--- src/rtl/xpt_step_sequencer_if.sv ---
//------------------------------------------------------------------------------
// Module      : xpt_step_sequencer_if
// Description : Bundle of the XPT sequencer signals.
//               The bus interface and the decoder array use the master side.
//               The sequencer itself uses the slave side.
//               Inputs to the sequencer:
//                 WAIT, DATA_IN, PR_Reset_XPT, P2_Set_CM1, P2_Reset_ITABLE,
//                 P_Set_ITABLE, ITABLE_IN, Pa_Ophd
//               Outputs from the sequencer:
//                 XPT, notXPT, CM1, ITABLE, OPCODE, OPHD, XPT_OVF
// Revision    : 1.0 - initial release
//------------------------------------------------------------------------------
`default_nettype none

interface xpt_step_sequencer_if #(
  parameter int STEP_W = 4,
  parameter int TBL_W  = 2
);
  // Bus side and decoder pulses, all sampled on the rising clock edge.
  logic              WAIT;
  logic [7:0]        DATA_IN;
  logic              PR_Reset_XPT;
  logic              P2_Set_CM1;
  logic              P2_Reset_ITABLE;
  logic              P_Set_ITABLE;
  logic [TBL_W-1:0]  ITABLE_IN;
  logic              Pa_Ophd;

  // Registered sequencer state, fanned out to every decoder.
  logic [STEP_W-1:0] XPT;
  logic [STEP_W-1:0] notXPT;
  logic              CM1;
  logic [TBL_W-1:0]  ITABLE;
  logic [7:0]        OPCODE;
  logic              OPHD;
  logic              XPT_OVF;

  // Bus interface / decoder array side.
  modport master (
    output WAIT, DATA_IN, PR_Reset_XPT, P2_Set_CM1, P2_Reset_ITABLE,
           P_Set_ITABLE, ITABLE_IN, Pa_Ophd,
    input  XPT, notXPT, CM1, ITABLE, OPCODE, OPHD, XPT_OVF
  );

  // Sequencer side.
  modport slave (
    input  WAIT, DATA_IN, PR_Reset_XPT, P2_Set_CM1, P2_Reset_ITABLE,
           P_Set_ITABLE, ITABLE_IN, Pa_Ophd,
    output XPT, notXPT, CM1, ITABLE, OPCODE, OPHD, XPT_OVF
  );
endinterface

`default_nettype wire

--- src/rtl/xpt_step_sequencer.sv ---
//------------------------------------------------------------------------------
// Module      : xpt_step_sequencer
// Description : Instruction step (XPT) sequencer.
//               It drives XPT/notXPT to the decoder array.
//               It consumes the end-of-instruction pulses from the decoders.
//               It owns the opcode-fetch flag (CM1), the instruction table
//               select, the opcode latch and the operand-hold flag.
// Ports       : CLK    - system clock, rising edge
//               RESET  - asynchronous, active-high reset
//               bus    - xpt_step_sequencer_if.slave
//                          inputs : WAIT, DATA_IN, decoder pulses, ITABLE_IN
//                          outputs: XPT, notXPT, CM1, ITABLE, OPCODE,
//                                   OPHD, XPT_OVF
//               Every output is a flop.
//               There is no combinational path from an input to an output.
// Revision    : 1.0 - initial release
//------------------------------------------------------------------------------
`default_nettype none

module xpt_step_sequencer #(
  parameter int STEP_W      = 4,
  parameter int FETCH_STEPS = 3,
  parameter int TBL_W       = 2
) (
  input  wire                  CLK,
  input  wire                  RESET,
  xpt_step_sequencer_if.slave  bus
);

  // Step on whose exit the opcode is latched and CM1 drops.
  localparam logic [STEP_W-1:0] c_last_fetch = STEP_W'(FETCH_STEPS - 1);
  localparam logic [STEP_W-1:0] c_step_max   = {STEP_W{1'b1}};

  // Registered state.
  logic [STEP_W-1:0] r_xpt;
  logic [STEP_W-1:0] r_not_xpt;
  logic              r_cm1;
  logic [TBL_W-1:0]  r_itable;
  logic [7:0]        r_opcode;
  logic              r_ophd;
  logic              r_xpt_ovf;

  // Next-state values.
  logic [STEP_W-1:0] w_xpt_nxt;
  logic              w_cm1_nxt;
  logic [TBL_W-1:0]  w_itable_nxt;
  logic [7:0]        w_opcode_nxt;
  logic              w_ophd_nxt;
  logic              w_xpt_ovf_nxt;

  // Step qualifiers.
  logic              w_at_max;
  logic              w_advance;
  logic              w_fetch_done;
  logic              w_opcode_load;

  //----------------------------------------------------------------------------
  // Step qualifiers.
  // w_advance means XPT really increments on this edge.
  // It is false when a PR_Reset_XPT, a WAIT or saturation blocks the increment.
  //----------------------------------------------------------------------------
  assign w_at_max      = (r_xpt == c_step_max);
  assign w_advance     = !bus.PR_Reset_XPT && !bus.WAIT && !w_at_max;
  assign w_fetch_done  = w_advance && (r_xpt == c_last_fetch);

  // The opcode is latched at the end of the last fetch step.
  // This only happens in a real fetch cycle that is not stalled by WAIT.
  assign w_opcode_load = r_cm1 && !bus.WAIT && (r_xpt == c_last_fetch);

  //----------------------------------------------------------------------------
  // Step counter.
  // Priority: PR_Reset_XPT first, then WAIT, then saturation, then increment.
  // Overflow is flagged only when an increment was due but blocked at the top.
  // A WAIT at the top or a PR_Reset_XPT does not flag overflow.
  //----------------------------------------------------------------------------
  always_comb begin
    w_xpt_nxt     = r_xpt;
    w_xpt_ovf_nxt = r_xpt_ovf;
    if (bus.PR_Reset_XPT) begin
      w_xpt_nxt = '0;
    end else if (bus.WAIT) begin
      w_xpt_nxt = r_xpt;
    end else if (w_at_max) begin
      w_xpt_nxt     = r_xpt;
      w_xpt_ovf_nxt = 1'b1;
    end else begin
      w_xpt_nxt = r_xpt + 1'b1;
    end
  end

  //----------------------------------------------------------------------------
  // CM1 (opcode-fetch flag).
  // P2_Set_CM1 arms the next instruction's fetch.
  // It is honoured even without an accompanying PR_Reset_XPT.
  // CM1 drops when the counter really moves from the last fetch step.
  // WAIT holds it, because a stalled step never advances.
  //----------------------------------------------------------------------------
  always_comb begin
    w_cm1_nxt = r_cm1;
    if (bus.P2_Set_CM1) begin
      w_cm1_nxt = 1'b1;
    end else if (w_fetch_done) begin
      w_cm1_nxt = 1'b0;
    end
  end

  //----------------------------------------------------------------------------
  // Opcode latch.
  //----------------------------------------------------------------------------
  always_comb begin
    w_opcode_nxt = r_opcode;
    if (w_opcode_load) begin
      w_opcode_nxt = bus.DATA_IN;
    end
  end

  //----------------------------------------------------------------------------
  // Instruction table select.
  // A prefix load beats a return-to-main request.
  // This lets chained prefixes keep the table the newest prefix selected.
  //----------------------------------------------------------------------------
  always_comb begin
    w_itable_nxt = r_itable;
    if (bus.P_Set_ITABLE) begin
      w_itable_nxt = bus.ITABLE_IN;
    end else if (bus.P2_Reset_ITABLE) begin
      w_itable_nxt = '0;
    end
  end

  //----------------------------------------------------------------------------
  // Operand-hold flag.
  // It is set by the decoder and cleared when the next opcode is latched.
  // The set wins when both happen on the same edge, so a hold request is
  // never lost.
  //----------------------------------------------------------------------------
  always_comb begin
    w_ophd_nxt = r_ophd;
    if (bus.Pa_Ophd) begin
      w_ophd_nxt = 1'b1;
    end else if (w_opcode_load) begin
      w_ophd_nxt = 1'b0;
    end
  end

  //----------------------------------------------------------------------------
  // State registers.
  // notXPT is loaded from the same next-state value as XPT, in the same flop
  // stage. The two buses therefore never disagree, even for one cycle.
  //----------------------------------------------------------------------------
  always_ff @(posedge CLK or posedge RESET) begin
    if (RESET) begin
      r_xpt     <= '0;
      r_not_xpt <= '1;
      r_cm1     <= 1'b1;
      r_itable  <= '0;
      r_opcode  <= 8'h00;
      r_ophd    <= 1'b0;
      r_xpt_ovf <= 1'b0;
    end else begin
      r_xpt     <= w_xpt_nxt;
      r_not_xpt <= ~w_xpt_nxt;
      r_cm1     <= w_cm1_nxt;
      r_itable  <= w_itable_nxt;
      r_opcode  <= w_opcode_nxt;
      r_ophd    <= w_ophd_nxt;
      r_xpt_ovf <= w_xpt_ovf_nxt;
    end
  end

  //----------------------------------------------------------------------------
  // Outputs.
  //----------------------------------------------------------------------------
  assign bus.XPT     = r_xpt;
  assign bus.notXPT  = r_not_xpt;
  assign bus.CM1     = r_cm1;
  assign bus.ITABLE  = r_itable;
  assign bus.OPCODE  = r_opcode;
  assign bus.OPHD    = r_ophd;
  assign bus.XPT_OVF = r_xpt_ovf;

endmodule

`default_nettype wire

--- src/flat_wrapper.sv ---
// flat-port wrapper written by rule: the top's interface ports become plain ports
module xpt_step_sequencer_flat 
#(
  parameter int STEP_W      = 4,
  parameter int FETCH_STEPS = 3,
  parameter int TBL_W       = 2
)
  (CLK, RESET, bus_WAIT, bus_DATA_IN, bus_PR_Reset_XPT, bus_P2_Set_CM1, bus_P2_Reset_ITABLE, bus_P_Set_ITABLE, bus_ITABLE_IN, bus_Pa_Ophd, bus_XPT, bus_notXPT, bus_CM1, bus_ITABLE, bus_OPCODE, bus_OPHD, bus_XPT_OVF);
  xpt_step_sequencer_if #(.STEP_W(STEP_W), .TBL_W(TBL_W)) bus_i ();
  input  wire CLK;
  input  wire RESET;
  input wire logic [$bits(bus_i.WAIT)-1:0] bus_WAIT;
  input wire logic [$bits(bus_i.DATA_IN)-1:0] bus_DATA_IN;
  input wire logic [$bits(bus_i.PR_Reset_XPT)-1:0] bus_PR_Reset_XPT;
  input wire logic [$bits(bus_i.P2_Set_CM1)-1:0] bus_P2_Set_CM1;
  input wire logic [$bits(bus_i.P2_Reset_ITABLE)-1:0] bus_P2_Reset_ITABLE;
  input wire logic [$bits(bus_i.P_Set_ITABLE)-1:0] bus_P_Set_ITABLE;
  input wire logic [$bits(bus_i.ITABLE_IN)-1:0] bus_ITABLE_IN;
  input wire logic [$bits(bus_i.Pa_Ophd)-1:0] bus_Pa_Ophd;
  output wire logic [$bits(bus_i.XPT)-1:0] bus_XPT;
  output wire logic [$bits(bus_i.notXPT)-1:0] bus_notXPT;
  output wire logic [$bits(bus_i.CM1)-1:0] bus_CM1;
  output wire logic [$bits(bus_i.ITABLE)-1:0] bus_ITABLE;
  output wire logic [$bits(bus_i.OPCODE)-1:0] bus_OPCODE;
  output wire logic [$bits(bus_i.OPHD)-1:0] bus_OPHD;
  output wire logic [$bits(bus_i.XPT_OVF)-1:0] bus_XPT_OVF;
  assign bus_i.WAIT = bus_WAIT;
  assign bus_i.DATA_IN = bus_DATA_IN;
  assign bus_i.PR_Reset_XPT = bus_PR_Reset_XPT;
  assign bus_i.P2_Set_CM1 = bus_P2_Set_CM1;
  assign bus_i.P2_Reset_ITABLE = bus_P2_Reset_ITABLE;
  assign bus_i.P_Set_ITABLE = bus_P_Set_ITABLE;
  assign bus_i.ITABLE_IN = bus_ITABLE_IN;
  assign bus_i.Pa_Ophd = bus_Pa_Ophd;
  assign bus_XPT = bus_i.XPT;
  assign bus_notXPT = bus_i.notXPT;
  assign bus_CM1 = bus_i.CM1;
  assign bus_ITABLE = bus_i.ITABLE;
  assign bus_OPCODE = bus_i.OPCODE;
  assign bus_OPHD = bus_i.OPHD;
  assign bus_XPT_OVF = bus_i.XPT_OVF;
  xpt_step_sequencer #(.STEP_W(STEP_W), .FETCH_STEPS(FETCH_STEPS), .TBL_W(TBL_W)) u_core (.CLK(CLK), .RESET(RESET), .bus(bus_i));
endmodule
--- config.mk ---
export PLATFORM = sky130hd
export DESIGN_NAME = xpt_step_sequencer_flat
export DESIGN_NICKNAME = d
export VERILOG_FILES = /design/src/rtl/xpt_step_sequencer_if.sv /design/src/rtl/xpt_step_sequencer.sv /design/src/flat_wrapper.sv
export SDC_FILE = /design/constraint.sdc
export NUM_CORES = 1
export LEC_CHECK = 0
export BUFFER_PORTS_ARGS = -buffer_cell sky130_fd_sc_hd__buf_4
export CAP_MARGIN = 20
export CORE_MARGIN = 1.5
export CORE_UTILIZATION = 45
export DETAILED_ROUTE_END_ITERATION = 16
export PLACE_DENSITY = 0.78
export SLEW_MARGIN = 5
export SYNTH_ARGS = -nofsm -noshare
export SYNTH_HDL_FRONTEND = slang
export SYNTH_SLANG_ARGS = --single-unit
--- constraint.sdc ---
create_clock -name CLK -period 1.9 [get_ports CLK]
set_clock_uncertainty 0.2 [all_clocks]
set_input_delay 0.38 -clock CLK [delete_from_list [all_inputs] [get_ports CLK]]
set_output_delay 0.38 -clock CLK [all_outputs]
set_load 0.01 [all_outputs]
==> impl_metrics.json <==
{
  "place_hpwl_um": 1180,
  "std_cell_rows": 15,
  "slew_violations": 0,
  "r2r_slack_ns": 0.16,
  "die-area_um2": 2260,
  "dieHeight_um": 47.6,
  "post_cts_buffers": 0,
  "vdd_drop_max_mv": 0.446,
  "drc_errors": 0,
  "pwr-share-clk_pct": 18.4,
  "final_cell_mix": "buf_4, dfrtp_1, mux2_4",
  "worstSetupStartpointType": "flip-flop",
  "ys_warn_count": 0,
  "switching_share_pct": 25.8,
  "grt_remaining_overflow": 0,
  "p_int_mw": 0.824,
  "hold_class": "in -> reg",
  "clk_latency_ns": 0.29,
  "min_path_cells": 2,
  "final-hold-violation-count": 0,
  "grt_antenna_before_repair": 0,
  "initial_core_util_pct": 49.6,
  "m1WireLength_um": 701,
  "maxUsedRoutingLayer": "met4",
  "r2r_cells": 5,
  "synthCells": 63,
  "relSlewSlack_pct": 76.0,
  "cp.required_ns": 1.88,
  "power_frac_comb_pct": 29.9,
  "p_sw_mw": 0.286,
  "fin_nets": 127,
  "dr_wl_met2_um": 745,
  "ys_seq_area_share_pct": 59.5,
  "seq_power_share_pct": 51.7,
  "io_buffers": 38,
  "gp_congestion": 0.701,
  "drv_cap": 0,
  "status": "finished clean",
  "cts_tree": "built",
  "fmax_mhz": 574,
  "p_leak_nw": 0.620,
  "grt_pass1_wl_um": 2500,
  "min_period_over_period_pct": 91.7,
  "synth_cell_types": 27,
  "powerDensity_nw_per_um2": 888,
  "layout.cells.most_common": "buf_4",
  "finalPower_mw": 1.11,
  "cts_buffers": 3,
  "utilization_pct": 69.4,
  "finalSetupViolCount": 0,
  "drtAntennaViolNets": 0,
  "cts.clk_slew.worst_paths_ns": 0.11,
  "endpoint_kind": "flip-flop",
  "critPathMaxFanout": 9,
  "cts_max_level": 1,
  "die_w_um": 47.6,
  "ctsLongestPathBuffers": 2,
  "core-area_um2": 1800,
  "grt_pass1_vias": 616,
  "pin_count": 39,
  "dr_wl_met3_um": 119,
  "clkSinkCount": 21,
  "wire_per_inst_um": 12.1,
  "drive_above_1_share_pct": 54.7,
  "rsz0062_at_grt": "no",
  "vias": 640,
  "whs_ns": 0.0659,
  "criticalPathCategory": "reg -> reg",
  "drt-initial-drc-count": 3,
  "post-route-min-period_ns": 1.74,
  "fin_setup_tns_ns": 0,
  "synth_seq_cells": 21,
  "area_growth_pct": 39.9,
  "tightest_slew_ns": 0.359,
  "syn_area_um2": 893,
  "grt_start_max_net_pins": 22,
  "viasPerCell": 4.89,
  "instances_no_fill": 131,
  "grt_use_total_pct": 15.9,
  "antenna_cells": 0,
  "dp.cells": 126,
  "synth_nets": 83,
  "cts_root_buf": "clkbuf_4",
  "syn_avg_cell_area_um2": 14.2,
  "critPathArrivalTime_ns": 1.72,
  "first_pass_iters": 2,
  "totalWireLength_um": 1580
}
[sequential cells by signal (all words and copies together) (netlist names)]
signal	count
u_core.bus.XPT_OVF	1
u_core.bus.CM1	1
u_core.bus.ITABLE	2
u_core.bus.XPT	4
u_core.bus.notXPT	4
u_core.bus.OPCODE	8
u_core.bus.OPHD	1
[cell usage after synthesis]
cell	n	area share, %
nor4bb_1	1	1.1
a21o_1	2	1.7
inv_1	3	1.3
dfstp_2	5	15
xnor2_1	1	0.98
nand2b_1	3	2.1
o21a_1	1	0.84
mux2_4	8	13
a22o_1	1	0.98
clkbuf_1	1	0.42
ha_1	2	2.8
o21bai_1	1	0.84
a31oi_1	1	0.70
or2_1	1	0.70
nand4b_1	1	0.98
or3_1	1	0.70
dfrtp_1	16	45
or2_2	1	0.70
o21ai_0	2	1.1
a21oi_1	2	1.1
nor4b_4	1	2.7
nand4_1	1	0.70
nor3_1	1	0.56
mux2i_1	1	1.1
nor2_1	3	1.3
nand2_4	1	1.3
nand2_1	1	0.42
[power groups by stage]
stage	Sequential, mW	Combinational (mW)	Clock, mW
CTS	0.576	0.337	0.216
floorplan	0.615	0.131	0
detailed placement	0.584	0.333	0
global placement	0.580	0.330	0
finish	0.574	0.332	0.204
global route	0.586	0.365	0.234
[worst paths after layout]
path                                    start                    to
max in group asynchronous               RESET  u_core.bus.notXPT[1]
setup reg to reg            u_core.bus.XPT[0]  u_core.bus.OPCODE[4]
min in group asynchronous               RESET     u_core.bus.XPT[2]
setup / recovery            u_core.bus.XPT[0]  u_core.bus.OPCODE[4]
hold reg to reg            u_core.bus.XPT_OVF    u_core.bus.XPT_OVF
hold / removal                    bus_Pa_Ophd       u_core.bus.OPHD
[stage by stage]
step	area, um^2	setup slack (ns)
after floorplan	893	0.224
after global placement	1210	0.215
after detailed placement	1210	0.186
after CTS	1250	0.155
after global routing	1250	0.0742
final	1250	0.157
[worst max-delay path, stage by stage (launching register included)]
cell and delay, ns:
dfrtp_1 0.44, inv_1 0.08, ha_1 0.15, nor4b_4 0.27
nand2_4 0.17, mux2_4 0.33
[cell type report]
type                            instances  area [um^2]
Fill cell                             144          552
Multi-Input combinational cell         38          347
Tap cell                               25         31.3
Sequential cell                        21          532
Inverter                                3         11.3
Clock buffer                            4         26.3
Timing Repair Buffer                   40          303
[layer usage]
| metal | up-vias | global-route usage, % |
|---|---|---|
| met1 | 305 | 18.4 |
| met3 | 2 | 3.77 |
| met2 | 26 | 28.4 |
| met5 | - | 0 |
| li1 | 307 | - |
| met4 | 0 | 6.49 |
[what timing repair did]
item | in CTS | in global routing
resized for setup | 0 | 0
hold endpoints to repair | 16 | 0
hold buffers | 1 | 0
endpoints found under the setup margin | 0 | 0
[logic make-up (layout without fill, tap and decap cells)]
| family | count (synthesis) | after routing | synth area share [%] |
|---|---|---|---|
| flops | 21 | 21 | 59.5 |
| fa+ha+maj | 2 | 2 | 2.80 |
| simple gates | 16 | 16 | 13.2 |
| xor+xnor | 1 | 1 | 0.981 |
| compound gates | 10 | 10 | 7.28 |
| buf+inv | 4 | 47 | 1.68 |
| mux | 9 | 9 | 14.6 |
Note: power is estimated with default switching activity, not from simulation.
